## src/rtl/div_iter_pkg.sv

```systemverilog
// Shared encodings for the iterative divider: FSM states, handshake levels
// and the ALU op codes the decoder uses to steer DIV/DIVU here.
package div_iter_pkg;

    typedef enum logic [1:0] {
        DivFree   = 2'b00,
        DivByZero = 2'b01,
        DivOn     = 2'b10,
        DivEnd    = 2'b11
    } div_state_e;

    localparam logic DivResultReady    = 1'b1;
    localparam logic DivResultNotReady = 1'b0;
    localparam logic DivStart          = 1'b1;
    localparam logic DivStop           = 1'b0;

    localparam logic [7:0] EXE_DIV_OP  = 8'b0001_1010;
    localparam logic [7:0] EXE_DIVU_OP = 8'b0001_1011;

    // EX stalls while a divide is in flight; END is not busy because the result is already valid.
    function automatic logic div_is_busy(input div_state_e state);
        return (state == DivByZero) || (state == DivOn);
    endfunction

endpackage

```

## src/rtl/div_step.sv

```systemverilog
// One restoring-division iteration: shift the {partial remainder, quotient}
// working register left and keep the trial subtraction only if it fits.
module div_step #(
    parameter int WIDTH = 32
) (
    input  logic [2*WIDTH:0]  work_i,
    input  logic [WIDTH-1:0]  divisor_i,
    output logic [2*WIDTH:0]  work_o
);

    logic [2*WIDTH:0] shifted_s;
    logic [WIDTH:0]   hi_s;
    logic [WIDTH:0]   diff_s;
    logic             fits_s;
    // The top bit is always zero between steps (remainder < divisor), so it is shifted out unused.
    logic             unused_msb_s;

    assign unused_msb_s = work_i[2*WIDTH];

    // Trial subtract of the divisor from the shifted partial remainder.
    always_comb begin
        shifted_s = {work_i[2*WIDTH-1:0], 1'b0};
        hi_s      = shifted_s[2*WIDTH:WIDTH];
        fits_s    = (hi_s >= {1'b0, divisor_i});
        diff_s    = hi_s - {1'b0, divisor_i};
        if (fits_s) begin
            work_o = {diff_s, shifted_s[WIDTH-1:1], 1'b1};
        end else begin
            work_o = shifted_s;
        end
    end

endmodule

```

## src/rtl/div_iter.sv

```systemverilog
// Iterative radix-2 restoring divider for DIV/DIVU: WIDTH cycles per divide,
// result {remainder, quotient} held until EX drops start_i.
module div_iter
    import div_iter_pkg::*;
#(
    parameter int WIDTH = 32,
    parameter int CNT_W = 6
) (
    input  logic               clk,
    input  logic               rst,
    input  logic               signed_div_i,
    input  logic [WIDTH-1:0]   opdata1_i,
    input  logic [WIDTH-1:0]   opdata2_i,
    input  logic               start_i,
    input  logic               annul_i,
    output logic [2*WIDTH-1:0] result_o,
    output logic               ready_o,
    output logic               busy_o
);

    div_state_e           state_q,   state_d;
    logic [CNT_W-1:0]     cnt_q,     cnt_d;
    logic [2*WIDTH:0]     work_q,    work_d;
    logic [WIDTH-1:0]     divisor_q, divisor_d;
    logic                 sign1_q,   sign1_d;
    logic                 sign2_q,   sign2_d;
    logic                 signed_q,  signed_d;
    logic [2*WIDTH-1:0]   result_q,  result_d;
    logic                 ready_q,   ready_d;

    logic [2*WIDTH:0]     step_s;
    logic [CNT_W-1:0]     cnt_inc_s;
    logic [WIDTH-1:0]     op1_abs_s;
    logic [WIDTH-1:0]     op2_abs_s;
    logic [WIDTH-1:0]     quo_fix_s;
    logic [WIDTH-1:0]     rem_fix_s;

    function automatic logic [WIDTH-1:0] neg_w(input logic [WIDTH-1:0] value);
        return ~value + {{(WIDTH-1){1'b0}}, 1'b1};
    endfunction

    div_step #(.WIDTH(WIDTH)) u_step (
        .work_i    (work_q),
        .divisor_i (divisor_q),
        .work_o    (step_s)
    );

    assign cnt_inc_s = cnt_q + {{(CNT_W-1){1'b0}}, 1'b1};
    assign op1_abs_s = (signed_div_i && opdata1_i[WIDTH-1]) ? neg_w(opdata1_i) : opdata1_i;
    assign op2_abs_s = (signed_div_i && opdata2_i[WIDTH-1]) ? neg_w(opdata2_i) : opdata2_i;
    // Sign fix-up is applied to the final step's output so the result registers on the last edge.
    assign quo_fix_s = (signed_q && (sign1_q ^ sign2_q)) ? neg_w(step_s[WIDTH-1:0]) : step_s[WIDTH-1:0];
    assign rem_fix_s = (signed_q && sign1_q) ? neg_w(step_s[2*WIDTH-1:WIDTH]) : step_s[2*WIDTH-1:WIDTH];

    assign result_o = result_q;
    assign ready_o  = ready_q;
    assign busy_o   = div_is_busy(state_q);

    // Next-state, datapath and output decode for the divide sequencer.
    always_comb begin
        state_d   = state_q;
        cnt_d     = cnt_q;
        work_d    = work_q;
        divisor_d = divisor_q;
        sign1_d   = sign1_q;
        sign2_d   = sign2_q;
        signed_d  = signed_q;
        result_d  = result_q;
        ready_d   = ready_q;
        case (state_q)
            DivFree: begin
                ready_d  = DivResultNotReady;
                result_d = {(2*WIDTH){1'b0}};
                if ((start_i == DivStart) && !annul_i) begin
                    if (opdata2_i == {WIDTH{1'b0}}) begin
                        state_d = DivByZero;
                    end else begin
                        state_d   = DivOn;
                        work_d    = {{(WIDTH+1){1'b0}}, op1_abs_s};
                        divisor_d = op2_abs_s;
                        sign1_d   = opdata1_i[WIDTH-1];
                        sign2_d   = opdata2_i[WIDTH-1];
                        signed_d  = signed_div_i;
                        cnt_d     = {CNT_W{1'b0}};
                    end
                end else begin
                    state_d = DivFree;
                end
            end
            DivByZero: begin
                if (annul_i) begin
                    state_d = DivFree;
                end else begin
                    state_d  = DivEnd;
                    result_d = {(2*WIDTH){1'b0}};
                    ready_d  = DivResultReady;
                end
            end
            DivOn: begin
                if (annul_i) begin
                    state_d  = DivFree;
                    ready_d  = DivResultNotReady;
                    result_d = {(2*WIDTH){1'b0}};
                end else begin
                    work_d = step_s;
                    cnt_d  = cnt_inc_s;
                    if (cnt_inc_s == CNT_W'(WIDTH)) begin
                        state_d  = DivEnd;
                        result_d = {rem_fix_s, quo_fix_s};
                        ready_d  = DivResultReady;
                    end else begin
                        state_d = DivOn;
                    end
                end
            end
            DivEnd: begin
                if (start_i == DivStop) begin
                    state_d  = DivFree;
                    ready_d  = DivResultNotReady;
                    result_d = {(2*WIDTH){1'b0}};
                end else begin
                    state_d = DivEnd;
                end
            end
            default: begin
                state_d  = DivFree;
                ready_d  = DivResultNotReady;
                result_d = {(2*WIDTH){1'b0}};
            end
        endcase
    end

    // State, datapath and output registers.
    always_ff @(posedge clk or negedge rst) begin
        if (!rst) begin
            state_q   <= DivFree;
            cnt_q     <= {CNT_W{1'b0}};
            work_q    <= {(2*WIDTH+1){1'b0}};
            divisor_q <= {WIDTH{1'b0}};
            sign1_q   <= 1'b0;
            sign2_q   <= 1'b0;
            signed_q  <= 1'b0;
            result_q  <= {(2*WIDTH){1'b0}};
            ready_q   <= DivResultNotReady;
        end else begin
            state_q   <= state_d;
            cnt_q     <= cnt_d;
            work_q    <= work_d;
            divisor_q <= divisor_d;
            sign1_q   <= sign1_d;
            sign2_q   <= sign2_d;
            signed_q  <= signed_d;
            result_q  <= result_d;
            ready_q   <= ready_d;
        end
    end

endmodule

```

## config.mk

```make
export PLATFORM = sky130hd
export DESIGN_NAME = div_iter
export DESIGN_NICKNAME = d
export VERILOG_FILES = /design/src/rtl/div_iter_pkg.sv /design/src/rtl/div_step.sv /design/src/rtl/div_iter.sv
export SDC_FILE = /design/constraint.sdc
export NUM_CORES = 1
export LEC_CHECK = 0
export BUFFER_PORTS_ARGS = -buffer_cell sky130_fd_sc_hd__buf_2
export CAP_MARGIN = 20
export CELL_PAD_IN_SITES_DETAIL_PLACEMENT = 0
export CELL_PAD_IN_SITES_GLOBAL_PLACEMENT = 1
export CORE_MARGIN = 2
export CORE_UTILIZATION = 45
export DETAILED_ROUTE_END_ITERATION = 8
export GPL_TIMING_DRIVEN = 0
export PLACE_DENSITY = 0.91
export SLEW_MARGIN = 10
export SYNTH_ARGS = -nofsm -noshare
export SYNTH_HDL_FRONTEND = slang
export SYNTH_SLANG_ARGS = --single-unit
```

## constraint.sdc

```tcl
create_clock -name clk -period 6.8 [get_ports clk]
set_clock_uncertainty 0.2 [all_clocks]
set_input_delay 0.34 -clock clk [delete_from_list [all_inputs] [get_ports clk]]
set_output_delay 0.34 -clock clk [all_outputs]
set_load 0.005 [all_outputs]
```

==> results by group <==
Pwr
  • NetSw: 1130 uW
  • Worst vdd ir: 0.000126 V
  • Pwr per Cell Area: 217 nW/um2
  • Gate power share: 28.4%
  • Static Leak: 0.00649 uW
  • Clock power share: 32.4%
  • Sequential Power Share: 39.1%
  • Sw frac: 36.7%
  • Cell Int Power: 1960 uW

Critical path
  • Reg2reg setup slack: 0.43 ns
  • Crit path DAT: 6.49 ns
  • Crit path launch type: flip-flop
  • Max incr delay on CP: 0.55 ns
  • Worst EP required: 6.92 ns
  • Setup Crit Path Kind: flip-flop to flip-flop
  • Buf/Inv on CP: 4
  • Crit path cell chain: ha_1, buf_2, a21oi_1, o21ai_0, a22o_1, o31ai_1, nand2_2, inv_2, buf_2, buf_2, mux2i_1, ha_1, nand2_1, nor4_1, a41o_1, nand3_1, nor4_1, mux2i_1, o211ai_1
  • Max stage delay cell, worst path: nor4_1
  • RR Endpoint: result_o[62]
  • CP endpoint kind: flip-flop
  • CP max FO: 17
  • CP delay by family, top: compound AO/OA/AOI/OAI gates
  • Crit-path most repeated cell: buf_2
  • Critical R2R Launch: work_q[43]
  • R2R depth: 19

Route
  • Iter 0 DRT Violations: 1023
  • 1st-pass router iterations: 5
  • Post-Route WL: 40600 um
  • DRT antenna net count: 0
  • DRC Markers: 0
  • Via/cell ratio: 5.83
  • Via count: 12222
  • Routed WL per cell: 19.4 um

Global route
  • Grt total ovfl: 0
  • Initial antenna violation count: 0
  • Largest net degree at the start of global routing: 107
  • Vias in the first global route: 11516
  • Total track usage: 28.4%
  • First-pass GRT wire length: 64100 um

Timing
  • Post-layout min period: 6.37 ns
  • Setup TNS: 0 ns
  • FMAX: 0.157 GHz
  • Post-route clock period utilization: 93.7%
  • Max-slew violations: 0
  • Hold Vio Cnt, Final: 0
  • RSZ-0062 raised after global routing: false
  • Final Setup Violations: 0
  • Relative slew slack: 29.7%
  • Slew @ Worst Pin: 1.04 ns

Floorplan
  • Core area: 27100 um2
  • Chip Height: 171 um
  • FP Rows: 60
  • Die Span X: 171 um
  • Initial core utilization: 46.1%
  • I/O Pins: 135
  • Die area: 29100 um2

Clocking
  • Htree depth: 4
  • Clk slew on worst S/H paths: 0.07 ns
  • Cts bufs inserted: 17
  • CTS tree: done
  • Sink Count: 172
  • CTS Root Cell: clkbuf_16
  • Clk Latency, worst-skew pair: 0.44 ns
  • CTS Buffer Depth: 2

Logic synthesis
  • Main synth FF type: dfrtp_1
  • Mapped Area: 12500 um2
  • Post-Synthesis Net Count: 1669
  • Synthesized instance count: 1556
  • Cell variety after synth: 82
  • Post-synth EDFFs: 0
  • Yosys warns: 0
  • Register area share after synthesis: 34.5%
  • Flops & latches, synth: 172
  • Mean Syn Cell Area: 8.03 um2
  • Async S/R FF share, synth: 100%

Final layout
  • Final Cell Area: 14300 um2
  • Commonest non-fill, non-tap cell in the layout: nand2_1
  • Final #Nets: 1824
  • Util after Layout: 52.6%
  • Commonest cells after routing, fill and taps aside: nand2_1, o21ai_0, dfrtp_1, buf_2, a21oi_1
  • Synth-to-Final Area Change: 14.2%
  • Layout cells sized above 1: 13.6%

Worst hold path
  • Hold path startpoint: opdata2_i[17]
  • Hold endpoint: divisor_q[17]
  • Hold Path Stages: 3
  • Hold WC Path Type: input port to flip-flop

Placed design
  • DP Area: 13700 um2
  • Port buffer count: 134
  • RD Place Congestion: 0.965
  • Detailed placement HPWL: 31400 um

Run
  • Maxcap violations: 0

Run status
  • Status: finished clean
[kinds of logic after synthesis]
logic type / after synthesis / share of synthesized area, %
compound gates: 505 / 24.6
simple gates: 532 / 19.8
xor+xnor: 129 / 9.04
flops: 172 / 34.5
mux: 32 / 2.62
buf+inv: 142 / 5.08
fa+ha+maj: 44 / 4.47
[area by class of cell]
class / count / area (um2)
inverter: 61 / 229
fill: 2624 / 12800
sequential: 172 / 4300
tap: 372 / 465
timing repair buffer: 137 / 723
clock inverter: 12 / 126
buffer: 80 / 403
antenna: 1 / 2.50
multi-input combinational: 1242 / 7550
clock buffer: 19 / 453
[power groups by stage]
stage	Combinational (uW)	Sequential (uW)	Clock, uW
after CTS	866	1210	1010
after floorplan	594	1190	0
after detailed placement	859	1230	0
after global routing	973	1220	1060
final	879	1210	1000
after global placement	846	1220	0
[worst min-delay path, cell delays in order]
cell     delay [ns]
buf_2          0.10
xnor2_1        0.11
o21ai_0        0.07
[metrics by stage]
stage / hold WS (ns) / total power, uW / setup WS (ns) / instances
after floorplan: -0.156 / 1790 / 1.88 / 1556
after global placement: 0.256 / 2070 / 0.150 / 2062
after detailed placement: 0.125 / 2090 / 0.143 / 2064
after CTS: 0.00230 / 3080 / 0.0563 / 2096
after global routing: 0.0175 / 3250 / 0.0678 / 2095
final: 0.0123 / 3090 / 0.431 / 2096
[synthesized netlist by cell type (4+ instances only)]
cell type	count	share of area [%]
nor4_1	17	0.85
nor2_1	125	3.8
o22ai_1	5	0.25
and3_1	12	0.60
and4_1	5	0.35
mux2i_1	26	2.1
buf_6	9	0.81
a22o_1	6	0.42
o21a_1	8	0.48
clkbuf_1	43	1.3
buf_2	27	1.1
ha_1	43	4.3
inv_1	60	1.8
o21ai_1	22	0.88
a211oi_1	8	0.48
nor3b_1	4	0.24
a31oi_1	15	0.75
o211ai_1	6	0.36
nand4_1	11	0.55
nand3b_1	6	0.36
or2_2	4	0.20
nand2_1	216	6.5
dfrtp_1	172	34
a21oi_1	135	5.4
o211a_1	4	0.32
o31ai_1	38	2.3
xor2_1	68	4.8
nor2b_1	6	0.30
mux2_2	6	0.54
nand3_1	23	0.92
o41ai_1	8	0.56
or3_1	26	1.3
o21ai_0	182	7.3
a31o_2	5	0.35
nand2b_1	6	0.30
and2_1	11	0.55
or4_1	10	0.60
xnor2_1	61	4.3
nor3_1	36	1.4
a21o_1	17	1.0
[flip-flops by register name, indices dropped and copies added, names as in the netlist, 2 cells and up]
signal     cells
cnt_q          6
work_q        64
state_q        2
result_o      64
divisor_q     32
[worst max path at each step]
stage | start | endpoint | slack (ns) | depth (start not counted)
detailed placement | work_q[40] | result_o[62] | 0.14 | 20
floorplan | work_q[40] | result_o[62] | 1.88 | 21
CTS | work_q[40] | result_o[62] | 0.06 | 20
finish | work_q[43] | result_o[62] | 0.43 | 19
global route | work_q[43] | result_o[62] | 0.07 | 19
global placement | work_q[40] | result_o[62] | 0.15 | 20
[per-layer routing]
layer / routed length [um] / vias up / GRT usage [%]
met2: 17700 / 413 / 42.6
met4: 814 / 0 / 8.44
met5: 0 / - / 0
li1: - / 5892 / -
met1: 19400 / 5866 / 41.6
met3: 2730 / 51 / 4.95
[what timing repair did]
action / CTS / global route
resized for setup: 0 / 2
hold buffers: 1 / 0
setup endpoints to repair: 0 / 8
buffers inserted: 0 / 0
endpoints found under the hold margin: 66 / 0
No activity file was read; power rests on OpenSTA's default activity.
